File: src/rtl/reset_sequencer_pkg.sv
// rtl/reset_sequencer_pkg.sv - shared state encoding and sizing helpers for the reset sequencer
package reset_sequencer_pkg;

  localparam int STATE_W = 3;

  typedef enum logic [STATE_W-1:0] {
    HOLD     = 3'd0,
    DELAY    = 3'd1,
    WAIT_ACK = 3'd2,
    DONE     = 3'd3,
    FAULT    = 3'd4
  } seq_state_e;

  // Index width for a stage number; never narrower than one bit.
  function automatic int fault_stage_width(input int stages);
    return (stages > 1) ? $clog2(stages) : 1;
  endfunction

endpackage

File: src/rtl/sequencer_delay_counter.sv
// rtl/sequencer_delay_counter.sv - loadable counter; expired flags zero (down) or LIMIT (up)
module sequencer_delay_counter #(
  parameter int WIDTH    = 8,
  parameter bit COUNT_UP = 1'b0,
  parameter int LIMIT    = 0
) (
  input  logic             clk,
  input  logic             rst,
  input  logic             load,
  input  logic [WIDTH-1:0] load_value,
  input  logic             en,
  output logic             expired
);

  logic [WIDTH-1:0] count_q;
  logic [WIDTH-1:0] count_d;

  always_comb begin
    count_d = count_q;
    if (load) begin
      count_d = load_value;
    end else if (en) begin
      if (COUNT_UP) begin
        count_d = count_q + WIDTH'(1);
      end else if (count_q != '0) begin
        count_d = count_q - WIDTH'(1);
      end
    end
  end

  always_ff @(posedge clk) begin
    if (rst) begin
      count_q <= '0;
    end else begin
      count_q <= count_d;
    end
  end

  assign expired = COUNT_UP ? (count_q == WIDTH'(LIMIT)) : (count_q == '0);

endmodule

File: src/rtl/reset_sequencer.sv
// rtl/reset_sequencer.sv - ordered per-domain reset release with ack handshake
// Optional ack watchdog enabled by defining RESET_SEQUENCER_TIMEOUT_EN.
module reset_sequencer
  import reset_sequencer_pkg::*;
#(
  parameter int STAGES      = 4,
  parameter int STAGE_DELAY = 16,
  parameter int DELAY_WIDTH = 8,
  parameter int TIMEOUT     = 255
) (
  input  logic                                    clk,
  input  logic                                    rst,
  input  logic                                    soft_reset_req,
  input  logic [STAGES-1:0]                       stage_ack,
  output logic [STAGES-1:0]                       stage_rst,
  output logic                                    all_released,
  output logic                                    fault,
  output logic [fault_stage_width(STAGES)-1:0]    fault_stage
);

  localparam int IDX_W = fault_stage_width(STAGES);
  localparam logic [IDX_W-1:0] LAST_IDX = IDX_W'(STAGES - 1);
  localparam logic [DELAY_WIDTH-1:0] DELAY_RELOAD = DELAY_WIDTH'(STAGE_DELAY - 1);

  if (STAGES < 1 || STAGE_DELAY < 1 ||
      (STAGE_DELAY - 1) >= (1 << DELAY_WIDTH) ||
      TIMEOUT >= (1 << DELAY_WIDTH)) begin : g_param_check
    $error("reset_sequencer: parameters out of range for DELAY_WIDTH");
  end

  seq_state_e        state_q, state_d;
  logic [IDX_W-1:0]  idx_q, idx_d;
  logic [STAGES-1:0] stage_rst_q, stage_rst_d;
  logic              all_released_q, all_released_d;

  logic dly_load;
  logic dly_en;
  logic dly_expired;

  sequencer_delay_counter #(
    .WIDTH    (DELAY_WIDTH),
    .COUNT_UP (1'b0),
    .LIMIT    (0)
  ) u_spacing (
    .clk        (clk),
    .rst        (rst),
    .load       (dly_load),
    .load_value (DELAY_RELOAD),
    .en         (dly_en),
    .expired    (dly_expired)
  );

`ifdef RESET_SEQUENCER_TIMEOUT_EN
  logic             fault_q, fault_d;
  logic [IDX_W-1:0] fault_stage_q, fault_stage_d;
  logic             tmo_load;
  logic             tmo_en;
  logic             tmo_expired;

  // Counts WAIT_ACK cycles up from zero; expires once it has reached TIMEOUT.
  sequencer_delay_counter #(
    .WIDTH    (DELAY_WIDTH),
    .COUNT_UP (1'b1),
    .LIMIT    (TIMEOUT)
  ) u_watchdog (
    .clk        (clk),
    .rst        (rst),
    .load       (tmo_load),
    .load_value ('0),
    .en         (tmo_en),
    .expired    (tmo_expired)
  );
`endif

  always_comb begin
    state_d        = state_q;
    idx_d          = idx_q;
    stage_rst_d    = stage_rst_q;
    all_released_d = all_released_q;
    dly_load       = 1'b0;
    dly_en         = 1'b0;
`ifdef RESET_SEQUENCER_TIMEOUT_EN
    fault_d        = fault_q;
    fault_stage_d  = fault_stage_q;
    tmo_load       = 1'b0;
    tmo_en         = 1'b0;
`endif

    if (soft_reset_req && state_q != HOLD) begin
      state_d        = HOLD;
      idx_d          = '0;
      stage_rst_d    = '1;
      all_released_d = 1'b0;
`ifdef RESET_SEQUENCER_TIMEOUT_EN
      fault_d        = 1'b0;
      fault_stage_d  = '0;
`endif
    end else begin
      case (state_q)
        HOLD: begin
          if (!soft_reset_req) begin
            state_d  = DELAY;
            dly_load = 1'b1;
          end
        end
        DELAY: begin
          if (dly_expired) begin
            stage_rst_d[idx_q] = 1'b0;
            state_d            = WAIT_ACK;
`ifdef RESET_SEQUENCER_TIMEOUT_EN
            tmo_load           = 1'b1;
`endif
          end else begin
            dly_en = 1'b1;
          end
        end
        WAIT_ACK: begin
          if (stage_ack[idx_q]) begin
            if (idx_q == LAST_IDX) begin
              state_d        = DONE;
              all_released_d = 1'b1;
            end else begin
              idx_d    = idx_q + IDX_W'(1);
              dly_load = 1'b1;
              state_d  = DELAY;
            end
          end
`ifdef RESET_SEQUENCER_TIMEOUT_EN
          else if (tmo_expired) begin
            state_d        = FAULT;
            stage_rst_d    = '1;
            all_released_d = 1'b0;
            fault_d        = 1'b1;
            fault_stage_d  = idx_q;
          end else begin
            tmo_en = 1'b1;
          end
`endif
        end
        DONE:    ;
        FAULT:   ;
        default: state_d = HOLD;
      endcase
    end
  end

  always_ff @(posedge clk) begin
    if (rst) begin
      state_q        <= HOLD;
      idx_q          <= '0;
      stage_rst_q    <= '1;
      all_released_q <= 1'b0;
    end else begin
      state_q        <= state_d;
      idx_q          <= idx_d;
      stage_rst_q    <= stage_rst_d;
      all_released_q <= all_released_d;
    end
  end

  assign stage_rst    = stage_rst_q;
  assign all_released = all_released_q;

`ifdef RESET_SEQUENCER_TIMEOUT_EN
  always_ff @(posedge clk) begin
    if (rst) begin
      fault_q       <= 1'b0;
      fault_stage_q <= '0;
    end else begin
      fault_q       <= fault_d;
      fault_stage_q <= fault_stage_d;
    end
  end

  assign fault       = fault_q;
  assign fault_stage = fault_stage_q;
`else
  assign fault       = 1'b0;
  assign fault_stage = '0;
`endif

endmodule

File: config.mk
export PLATFORM = sky130hd
export DESIGN_NAME = reset_sequencer
export DESIGN_NICKNAME = d
export VERILOG_FILES = /design/src/rtl/reset_sequencer_pkg.sv /design/src/rtl/sequencer_delay_counter.sv /design/src/rtl/reset_sequencer.sv
export SDC_FILE = /design/constraint.sdc
export NUM_CORES = 1
export LEC_CHECK = 0
export CORE_ASPECT_RATIO = 0.75
export CORE_MARGIN = 4
export CORE_UTILIZATION = 41
export DETAILED_ROUTE_END_ITERATION = 10
export HOLD_SLACK_MARGIN = 0.15
export PLACE_DENSITY = 0.65
export SYNTH_ARGS = -nofsm -noshare
export SYNTH_HDL_FRONTEND = slang
export SYNTH_SLANG_ARGS = --single-unit
File: constraint.sdc
create_clock -name clk -period 1.6 [get_ports clk]
set_input_delay 0.4 -clock clk [delete_from_list [all_inputs] [get_ports clk]]
set_output_delay 0.4 -clock clk [all_outputs]
set_load 0.01 [all_outputs]
==> flow_summary.ini <==
[final_layout]
final_net_count = 147
register_area_um2 = 345
area_delta_synth_final_pct = 39.8
num_antenna_cells = 0
multi_input_area_um2 = 679
layout.cells.non_filler = 167
layout_commonest_cell = buf_4
drive_above_1_share_pct = 36.8
finalCoreUtilization_pct = 60.3
fillers = 212
layout.cells.most_common_list = buf_4 (18), dfxtp_1 (13), nor2_1 (7)

[synthesis]
synth_top_cells_by_area = dfxtp_1 (34%), ha_1 (7.6%), xnor2_1 (5.3%), o21ai_0 (3.0%), a21o_1 (3.0%)
ys_ff_latch = 17
synth_area_per_cell_um2 = 9.68
synth_top_cell_area_share_pct = 34.5
syn_inst = 102
post_synthesis_share_of_cell_area_spent_on_full_adders_half_adders_and_majority_gates_pct = 7.60
yosys_warnings = 0
synth_mux_area_share_pct = 6.59
predominant_post_synthesis_flop_cell = dfxtp_1
seq_area_frac_synth_pct = 34.5
synthDistinctLibCells = 38
post_synthesis_instance_area_um2 = 987
combinational_family_with_the_most_area_after_synthesis = simple AND/OR/NAND/NOR gates
synth_simple_gate_area_share_pct = 24.8
synthDominantAreaCellType = dfxtp_1
synth_enable_flop_cells = 0
synth-async-reset-ratio_pct = 0
synth_compound_area_share_pct = 15.7
synth_xor_area_share_pct = 5.32

[clock_network]
clock_tree_from_tritoncts = done
cts_max_path_buffers = 2
holdBufCountCts = 0
cts_buffer_count = 3
post_cts_buffers = 0
ctsHtreeMaxLevel = 1
clk_latency_ps = 290
clk_transition_reported_paths_ps = 90
numClockSinks = 17
root_buffer = clkbuf_4

[sta]
final_critical_path_time_including_i_o_delays_and_setup_ps = 1620
setup_slack_ps = -23.8
fin_worst_hold_slack_ps = 454
report.final.hold_viol_count = 0
post-route-period-util_pct = 101
rsz0062_at_grt = true
setup_violations = 1
maxClockFrequency_mhz = 616
fin_worst_skew_ps = 4.66
drv_slew = 0

[global_routing]
grt_pass1_wl_mm = 3.65
number_of_antenna_violations_at_the_first_check_in_global_routing = 0
overflow = 0
gr-usage-all-layers_pct = 15.0
largest_net_degree_at_the_start_of_global_routing = 10
vias_in_the_first_global_route = 773

[die]
ioPinCount = 15
dieArea_um2 = 3270
number_of_cell_rows = 15
initial_core_util_pct = 43.1
dieHeight_um = 50.5
core_um2 = 2290
die_span_x_um = 64.7

[status]
result_of_the_run = finished with violations
failing_checks = setup timing

[hold_path]
hold-path-cell-count = 1
hp-class = reg -> reg
hold_path_end = stage_rst[2]$_SDFFE_PP1P_
timing.hold.worst.start = stage_rst[2]$_SDFFE_PP1P_

[pwr]
total_power_w = 0.000953
power_frac_seq_pct = 48.9
worst_vdd_ir_v = 0.000366
power.combinational.fraction_pct = 27.4
sw_frac_of_total_pct = 28.4
clockPowerShare_pct = 23.7
power.density_nw_per_um2 = 690
cell_internal_power_w = 0.000682
netSwitchingPower_w = 0.000271
leakage_power_summed_over_all_cells_nw = 0.508

[worst_setup_path]
path_delay_family = simple AND/OR/NAND/NOR gates
critical_path_required_ps = 1780
setup.worst_path.class = reg -> reg
critPathBufInv = 1
critPathMaxStageDelay_ps = 530
end_kind = flop
worst_r2r_dst = u_spacing.count_q[5]$_SDFFE_PP0P_
reg_to_reg_critical_path_startpoint = u_spacing.count_q[0]$_SDFFE_PP0P_
startpoint_type = flop
slowest_stage = or4_4
data_arrival_time_of_the_critical_path_ps = 1800
cp_num_cells = 5
setup.reg_to_reg.worst_slack_ps = -20
timing.critical_path.cells = buf_6, or4_4, a2111oi_4, xnor2_1, nor3_2
rr_worst_depth = 5
critical_path_peak_fanout = 2

[detailed_routing]
initialDrtViolationCount = 26
detail_route.drc_violations = 0
wl_per_cell_um = 14.0
drtAntennaViolNets = 0
routed-via-count = 867
first_pass_iters = 4
viasPerCell = 5.19
detail_route.wirelength_mm = 2.33

[flow_run]
max-cap-violations = 0

[place]
place.gp.congestion = 0.788
dpl.cell_count = 163
placement.io_buffers = 11
hpwl_mm = 1.72
[power by group through the flow]
stage / logic (W) / registers [W] / clock network (W)
after floorplan: 0.000129 / 0.000473 / 0
after global placement: 0.000231 / 0.000471 / 0
after detailed placement: 0.000234 / 0.000473 / 0
after CTS: 0.000247 / 0.000465 / 0.000238
after global routing: 0.000287 / 0.000468 / 0.000248
final: 0.000261 / 0.000466 / 0.000225
[through the flow]
| stage | setup slack (ps) | setup TNS, ps | instance area [µm²] |
|---|---|---|---|
| final | -23.8 | -23.8 | 1380 |
| after floorplan | 38.8 | 0 | 995 |
| after global routing | -86.7 | -453 | 1380 |
| after CTS | -25.3 | -25.3 | 1310 |
| after global placement | -402 | -3370 | 1260 |
| after detailed placement | -393 | -3630 | 1260 |
[cells in the mapped netlist (3+ instances only)]
cell type / instances
xnor2_1: 6
o21ai_0: 6
nor2_1: 7
buf_4: 3
a21o_1: 4
inv_1: 5
ha_1: 6
nor3_1: 5
dfxtp_1: 17
nand2_1: 4
a21oi_1: 3
a211oi_1: 3
nand2b_1: 3
[area by class of cell]
cell class	instances	share of cell area [%]
multi-input cells	77	49.2
repair buffers	30	19.4
inverters	5	1.36
clock buffers	4	1.90
flip-flops and latches	17	25.0
well taps	34	3.08
[sequential cells by signal (all words and copies together) (netlist names)]
signal             flops
stage_rst              4
all_released           1
state_q                2
u_spacing.count_q      8
idx_q                  2
[routing by layer]
| metal | track usage [%] | vias to the layer above | wire (µm) |
|---|---|---|---|
| li1 | - | 425 | - |
| met1 | 20.0 | 416 | 1130 |
| met2 | 23.3 | 22 | 1110 |
| met3 | 4.03 | 4 | 74 |
| met4 | 5.26 | 0 | 18 |
| met5 | 0 | - | 0 |
[cells by family (layout without fill, tap and decap cells)]
logic type / count (synthesis) / count (layout)
other: 1 / 3
XOR/XNOR: 6 / 6
flip-flops: 17 / 17
AO/OA/AOI/OAI: 21 / 21
multiplexers: 5 / 5
adder cells (fa/ha/maj): 6 / 6
buffers and inverters: 10 / 39
AND/OR/NAND/NOR: 36 / 36
[worst register-to-register path, delay by kind of cell, from the launching register on]
kind | cells | cell delay [ps]
compound gates | 1 | 300
xor+xnor | 1 | 170
flops | 1 | 330
buf+inv | 1 | 110
simple gates | 2 | 590
[worst max-delay path by stage]
| stage | from | end | slack, ps |
|---|---|---|---|
| floorplan | idx_q[0]$_SDFFE_PP0P_ | u_spacing.count_q[0]$_SDFFE_PP0P_ | 40 |
| global placement | soft_reset_req | u_spacing.count_q[1]$_SDFFE_PP0P_ | -400 |
| detailed placement | soft_reset_req | u_spacing.count_q[1]$_SDFFE_PP0P_ | -390 |
| CTS | u_spacing.count_q[0]$_SDFFE_PP0P_ | u_spacing.count_q[5]$_SDFFE_PP0P_ | -30 |
| global route | state_q[0]$_SDFFE_PP0P_ | u_spacing.count_q[3]$_SDFFE_PP0P_ | -90 |
| finish | u_spacing.count_q[0]$_SDFFE_PP0P_ | u_spacing.count_q[5]$_SDFFE_PP0P_ | -20 |
[what timing repair did]
item	CTS	global route
gates cloned	0	0
resized for setup	10	17
pin swaps	2	4
setup endpoints to repair	9	14
(Power assumes the default switching activity.)
